--- src/rtl/conv1d_sequencer.sv ---
// Job sequencer for a conv1d engine: walks output positions, polls the engine,
// and queues each accumulator result into a small result FIFO.
module conv1d_sequencer #(
  parameter int POLL_LIMIT = 255,
  parameter int FIFO_DEPTH = 4
) (
  input  logic        clk,
  input  logic        rst_n,
  input  logic        job_valid,
  output logic        job_ready,
  input  logic [2:0]  job_base_x,
  input  logic [15:0] job_num_pos,
  input  logic        job_refill,
  input  logic        abort,
  output logic [6:0]  eng_cmd,
  output logic [31:0] eng_value,
  input  logic [31:0] eng_ret,
  output logic        col_req,
  input  logic        col_ack,
  output logic        res_valid,
  input  logic        res_ready,
  output logic [31:0] res_data,
  output logic        res_last,
  output logic        busy,
  output logic        done,
  output logic        err_timeout
);

  localparam int AW = $clog2(FIFO_DEPTH);
  localparam int PW = $clog2(POLL_LIMIT + 1);

  localparam logic [6:0] CMD_NOP   = 7'd0;
  localparam logic [6:0] CMD_START = 7'd6;
  localparam logic [6:0] CMD_READ  = 7'd7;
  localparam logic [6:0] CMD_SET_X = 7'd8;
  localparam logic [6:0] CMD_POLL  = 7'd9;

  typedef enum logic [3:0] {
    IDLE, SET_X, START, POLL, CHECK, READ, CAPT, REFILL, DONE
  } state_t;

  state_t        state;
  logic [2:0]    base_x;
  logic [15:0]   num_pos;
  logic [15:0]   p;
  logic          refill;
  logic [PW-1:0] poll_cnt;
  logic [2:0]    col_cur;
  logic [2:0]    col_next;

  logic [31:0]   fifo_data [FIFO_DEPTH];
  logic          fifo_last [FIFO_DEPTH];
  logic [AW-1:0] wr_ptr;
  logic [AW-1:0] rd_ptr;
  logic [AW:0]   count;
  logic          full;
  logic          push;
  logic          pop;
  logic          last_pos;

  assign col_cur   = base_x + p[2:0];
  assign col_next  = base_x + p[2:0] + 3'd1;
  assign last_pos  = (p == num_pos - 16'd1);
  assign full      = (count == (AW+1)'(FIFO_DEPTH));
  assign push      = (state == CAPT) && !abort && !full;
  assign pop       = res_valid && res_ready;
  assign res_valid = (count != '0);
  assign res_data  = res_valid ? fifo_data[rd_ptr] : '0;
  assign res_last  = res_valid ? fifo_last[rd_ptr] : 1'b0;
  assign job_ready = (state == IDLE);
  assign busy      = (state != IDLE);

  // Outputs are registered alongside the state, so each transition also sets
  // the command the engine sees in the state being entered.
  always_ff @(posedge clk or negedge rst_n) begin
    if (!rst_n) begin
      state       <= IDLE;
      eng_cmd     <= CMD_NOP;
      eng_value   <= '0;
      col_req     <= 1'b0;
      done        <= 1'b0;
      err_timeout <= 1'b0;
      base_x      <= '0;
      num_pos     <= '0;
      refill      <= 1'b0;
      p           <= '0;
      poll_cnt    <= '0;
    end else begin
      eng_cmd   <= CMD_NOP;
      eng_value <= '0;
      col_req   <= 1'b0;
      done      <= 1'b0;
      if (abort && state != IDLE) begin
        state <= IDLE;
      end else begin
        case (state)
          IDLE: if (job_valid) begin
            base_x      <= job_base_x;
            num_pos     <= job_num_pos;
            refill      <= job_refill;
            p           <= '0;
            poll_cnt    <= '0;
            err_timeout <= 1'b0;
            if (job_num_pos == 16'd0) begin
              state <= DONE;
              done  <= 1'b1;
            end else begin
              state     <= SET_X;
              eng_cmd   <= CMD_SET_X;
              eng_value <= {29'd0, job_base_x};
            end
          end
          SET_X: begin
            state   <= START;
            eng_cmd <= CMD_START;
          end
          START: begin
            state   <= POLL;
            eng_cmd <= CMD_POLL;
          end
          POLL: state <= CHECK;
          CHECK: begin
            if (eng_ret[0]) begin
              state    <= READ;
              eng_cmd  <= CMD_READ;
              poll_cnt <= '0;
            end else if (poll_cnt == PW'(POLL_LIMIT - 1)) begin
              state       <= DONE;
              done        <= 1'b1;
              err_timeout <= 1'b1;
            end else begin
              state    <= POLL;
              eng_cmd  <= CMD_POLL;
              poll_cnt <= poll_cnt + PW'(1);
            end
          end
          READ: state <= CAPT;
          // A full FIFO holds us here; the engine keeps eng_ret stable under no-op.
          CAPT: if (!full) begin
            p <= p + 16'd1;
            if (last_pos) begin
              state <= DONE;
              done  <= 1'b1;
            end else if (refill) begin
              state   <= REFILL;
              col_req <= 1'b1;
            end else begin
              state     <= SET_X;
              eng_cmd   <= CMD_SET_X;
              eng_value <= {29'd0, col_next};
            end
          end
          REFILL: begin
            if (col_ack) begin
              state     <= SET_X;
              eng_cmd   <= CMD_SET_X;
              eng_value <= {29'd0, col_cur};
            end else begin
              col_req <= 1'b1;
            end
          end
          DONE: state <= IDLE;
          default: state <= IDLE;
        endcase
      end
    end
  end

  // Push is refused whenever the FIFO is full, even if a pop happens that cycle.
  always_ff @(posedge clk or negedge rst_n) begin
    if (!rst_n) begin
      wr_ptr <= '0;
      rd_ptr <= '0;
      count  <= '0;
    end else begin
      if (push) wr_ptr <= wr_ptr + AW'(1);
      if (pop)  rd_ptr <= rd_ptr + AW'(1);
      case ({push, pop})
        2'b10:   count <= count + (AW+1)'(1);
        2'b01:   count <= count - (AW+1)'(1);
        default: count <= count;
      endcase
    end
  end

  always_ff @(posedge clk) begin
    if (push) begin
      fifo_data[wr_ptr] <= eng_ret;
      fifo_last[wr_ptr] <= last_pos;
    end
  end

endmodule

--- config.mk ---
export PLATFORM = sky130hd
export DESIGN_NAME = conv1d_sequencer
export DESIGN_NICKNAME = d
export VERILOG_FILES = /design/src/rtl/conv1d_sequencer.sv
export SDC_FILE = /design/constraint.sdc
export NUM_CORES = 1
export LEC_CHECK = 0
export CORE_UTILIZATION = 49
export DETAILED_ROUTE_END_ITERATION = 10
export PLACE_DENSITY = 0.81
export SLEW_MARGIN = 20
export SYNTH_ARGS = -nofsm -noshare
export SYNTH_HDL_FRONTEND = slang
export SYNTH_SLANG_ARGS = --single-unit
--- constraint.sdc ---
create_clock -name clk -period 2.27 [get_ports clk]
set_input_delay 0.454 -clock clk [delete_from_list [all_inputs] [get_ports clk]]
set_output_delay 0.454 -clock clk [all_outputs]
set_load 0.005 [all_outputs]
==> results.py <==
metrics = {
    "status": {
        "outcome": "finished with violations",
        "violations": "negative setup slack",
    },
    "synthesis": {
        "synth_edf_count": 132,
        "synthArstFlopShare_pct": 32.7,
        "syn_avg_cell_area_um2": 13.3,
        "synthXorXnorAreaFrac_pct": 4.17,
        "syn_inst": 695,
        "synthAdderAreaFrac_pct": 1.92,
        "synth_compound_area_share_pct": 5.47,
        "yosysSeqAreaShare_pct": 60.2,
        "synth_warnings": 0,
        "synthMuxAreaShare_pct": 8.38,
        "synth_top_family_by_area": "simple AND/OR/NAND/NOR gates",
        "ys_ff_latch": 196,
        "synth.distinct_cells": 76,
        "syn-cell-area_um2": 9250,
        "ys.flop_type": "edfxtp_1",
        "synthSimpleGateAreaFrac_pct": 14.4,
    },
    "cells_and_area": {
        "drive_gt1_share_pct": 29.4,
        "fin_area_um2": 12000,
        "area_growth_pct": 29.4,
        "multi_input_area_um2": 3470,
        "final_nets": 942,
        "seq_area_um2": 5570,
        "fin_util_pct": 65.7,
        "num-fill-cells": 1267,
        "antenna_cells": 0,
    },
    "timing": {
        "hold_viol_final": 0,
        "drv_slew": 0,
        "tightestPinTransition_ps": 557,
        "fin_crit_ps": 2470,
        "timing.setup.tns_ps": -3470,
        "timing.final.ws_setup_ps": -201,
        "holdWs_ps": 13.5,
        "skew_ps": 13.3,
        "max-slew-margin-rel_pct": 61.9,
        "max_freq_ghz": 0.405,
        "layout_worst_path_cycle_share_pct": 109,
        "finalSetupViolCount": 32,
        "grt_setup_unrepaired": "true",
    },
    "cts": {
        "cts_tree": "built",
        "hold_buffers": 0,
        "clk_path_buf_depth": 2,
        "cts.clk_slew.worst_paths_ps": 80,
        "root_buffer": "clkbuf_16",
        "clk_latency_ps": 440,
        "h-tree-depth": 4,
        "clock_sinks": 196,
        "cts_made_buffers": 17,
    },
    "detailed_routing": {
        "routed_wl_um": 20400,
        "ant_nets": 0,
        "drt_iter0_drc": 345,
        "drc_errors": 0,
        "vias": 6070,
        "via_per_inst": 5.45,
        "routedWlPerCell_um": 18.3,
        "firstDrtPassIters": 5,
    },
    "global_route": {
        "track_usage_pct": 21.8,
        "grt_overflow": 0,
        "grt_first_pass_wirelength_um": 31900,
        "gr-usage-met2_pct": 37.3,
        "grtUsageMet1_pct": 28.2,
        "antenna_found_initial": 0,
        "met3_usage_pct": 3.79,
        "grt_max_degree": 65,
        "grt_busiest_layer": "met2",
        "grt_pass1_vias": 5924,
    },
    "die": {
        "die_w_um": 139,
        "die_height_um": 139,
        "ios": 136,
        "die-area_um2": 19400,
        "core_um2": 18200,
        "placementRows": 49,
        "start_util_pct": 50.8,
    },
    "power_and_ir_drop": {
        "power_frac_seq_pct": 33.2,
        "pwr_density_cell_nw_per_um2": 1110,
        "comb_power_share_pct": 44.4,
        "vdd_drop_max_mv": 0.678,
        "power_switching_mw": 4.23,
        "p_int_mw": 9.08,
        "swShare_pct": 31.8,
        "leakage_nw": 4.68,
        "power.share.clock_pct": 22.4,
    },
    "setup_path": {
        "crit_path_start_kind": "flip-flop",
        "cp-end-kind": "output port",
        "cp_max_fo": 5,
        "critPathRequiredTime_ps": 1820,
        "critPathArrivalTime_ps": 2020,
        "criticalPathCategory": "reg2out",
    },
    "placed_design": {
        "dp_slack_ps": -129,
        "place_congestion": 0.890,
        "portBuffers": 103,
        "dpl_cell_area_um2": 10900,
        "place.detailed.hpwl_um": 12300,
    },
    "flow_run": {
        "drv_cap": 0,
    },
    "min_path": {
        "hp-class": "in2async",
    },
}
[metrics by stage]
step	power, mW	std cells
after global placement	9.12	1058
final	13.3	1113
after global routing	14.0	1113
after floorplan	7.25	726
after detailed placement	9.23	1058
after CTS	13.0	1109
[cell families (layout without fill, tap and decap cells)]
kind of cell    count (synthesis)  in the layout
compound gates                 70             70
flops                         196            196
simple gates                  249            249
xor+xnor                       44             44
fa+ha+maj                      13             13
mux                            36             36
other cells                     1             32
buf+inv                        86            244
[layout make-up]
| cell class | instances | area share, % |
|---|---|---|
| clock buffers | 17 | 3.55 |
| inverters | 18 | 0.564 |
| flip-flops and latches | 196 | 46.5 |
| clock inverters | 15 | 1.36 |
| well taps | 229 | 2.39 |
| repair buffers | 194 | 16.6 |
| multi-input cells | 444 | 29.0 |
[final timing paths]
kind / start / end / slack, ps / cells past startpoint
max reg2reg: num_pos[5]$_DFFE_PN0P_ / fifo_last[2]$_DFFE_PP_ / 40 / 9
max in group asynchronous: rst_n / rd_ptr[0]$_DFFE_PN0P_ / 1960 / 2
min in group clk: base_x[0]$_DFFE_PN0P_ / base_x[0]$_DFFE_PN0P_ / 490 / 2
min reg2reg: base_x[0]$_DFFE_PN0P_ / base_x[0]$_DFFE_PN0P_ / 490 / 2
max: rd_ptr[0]$_DFFE_PN0P_ / res_data[13] / -200 / 6
min: rst_n / num_pos[15]$_DFFE_PN0P_ / 10 / 2
[state kept, by name, summed over array words and instances, names as in the netlist, 2 cells and up]
signal,count
wr_ptr,2
count,3
eng_cmd,3
eng_value,3
base_x,3
poll_cnt,8
fifo_data,128
rd_ptr,2
num_pos,16
p,16
state,4
fifo_last,4
[synthesized netlist by cell type, types with 2 or more instances]
cell / instances / area share [%]
a2111oi_0: 3 / 0.28
a211oi_1: 6 / 0.49
a21o_1: 2 / 0.16
a21oi_1: 10 / 0.54
a31oi_1: 2 / 0.14
and2_1: 41 / 2.8
and3_1: 3 / 0.20
and4_1: 2 / 0.19
buf_1: 4 / 0.16
buf_2: 5 / 0.27
buf_4: 34 / 2.8
buf_6: 3 / 0.37
clkbuf_1: 19 / 0.77
dfrtp_1: 64 / 17
edfxtp_1: 132 / 43
fa_1: 2 / 0.43
ha_1: 11 / 1.5
inv_1: 17 / 0.69
mux2i_1: 2 / 0.22
mux4_2: 33 / 8.0
nand2_1: 88 / 3.6
nand2b_1: 5 / 0.34
nand3_1: 14 / 0.76
nand3b_1: 2 / 0.16
nand4_1: 13 / 0.88
nor2_1: 32 / 1.3
nor3_1: 8 / 0.43
nor3_2: 4 / 0.43
nor3b_1: 3 / 0.24
nor4_1: 7 / 0.47
nor4_4: 2 / 0.46
o211ai_1: 2 / 0.16
o21ai_0: 14 / 0.76
o21ai_1: 2 / 0.11
o21bai_1: 2 / 0.16
o22ai_1: 3 / 0.20
o2bb2ai_1: 2 / 0.19
o31ai_1: 7 / 0.57
or2_2: 5 / 0.34
or3_1: 6 / 0.41
or4_1: 2 / 0.16
xnor2_1: 20 / 1.9
xor2_1: 24 / 2.3
[placed cells by master, fill, tap and decap left out, drive strengths merged, types with 5 or more instances in the layout]
master         instances
a21oi                 10
and2                  42
xnor2                 20
clkbuf                19
clkdlybuf4s50         66
or2                    5
or3                    7
nand2b                 5
mux4                  33
o21ai                 16
nand2                 88
o31ai                  8
clkinv                 5
a211oi                 6
nand4                 14
conb                  32
edfxtp               132
inv                   25
dfrtp                 64
ha                    11
nor2                  33
buf                  118
nor4                  10
xor2                  24
nand3                 14
nor3                  13
[power groups by stage]
stage | Combinational, mW | Clock, mW | Sequential (mW)
after detailed placement | 4.77 | 0 | 4.46
final | 5.90 | 2.98 | 4.42
after CTS | 5.61 | 3.02 | 4.39
after global placement | 4.67 | 0 | 4.45
after global routing | 6.35 | 3.18 | 4.45
after floorplan | 2.86 | 0 | 4.39
[routing by layer]
| layer | vias up | wire, um |
|---|---|---|
| li1 | 2834 | - |
| met1 | 2983 | 8450 |
| met4 | 0 | 315 |
| met3 | 24 | 1150 |
| met5 | - | 0 |
| met2 | 229 | 10400 |
[critical path, stage by stage (launching register included)]
cell and delay (ps):
dfrtp_2 400, buf_12 120, buf_8 120, buf_12 130, mux4_2 530, and2_4 170, buf_6 110
[repair_timing]
action,CTS,global route
endpoints found under the setup margin,41,55
resized for setup,179,34
pin swaps,31,11
gates cloned,5,0
setup buffers,14,5
Note: power is estimated with default switching activity, not from simulation.
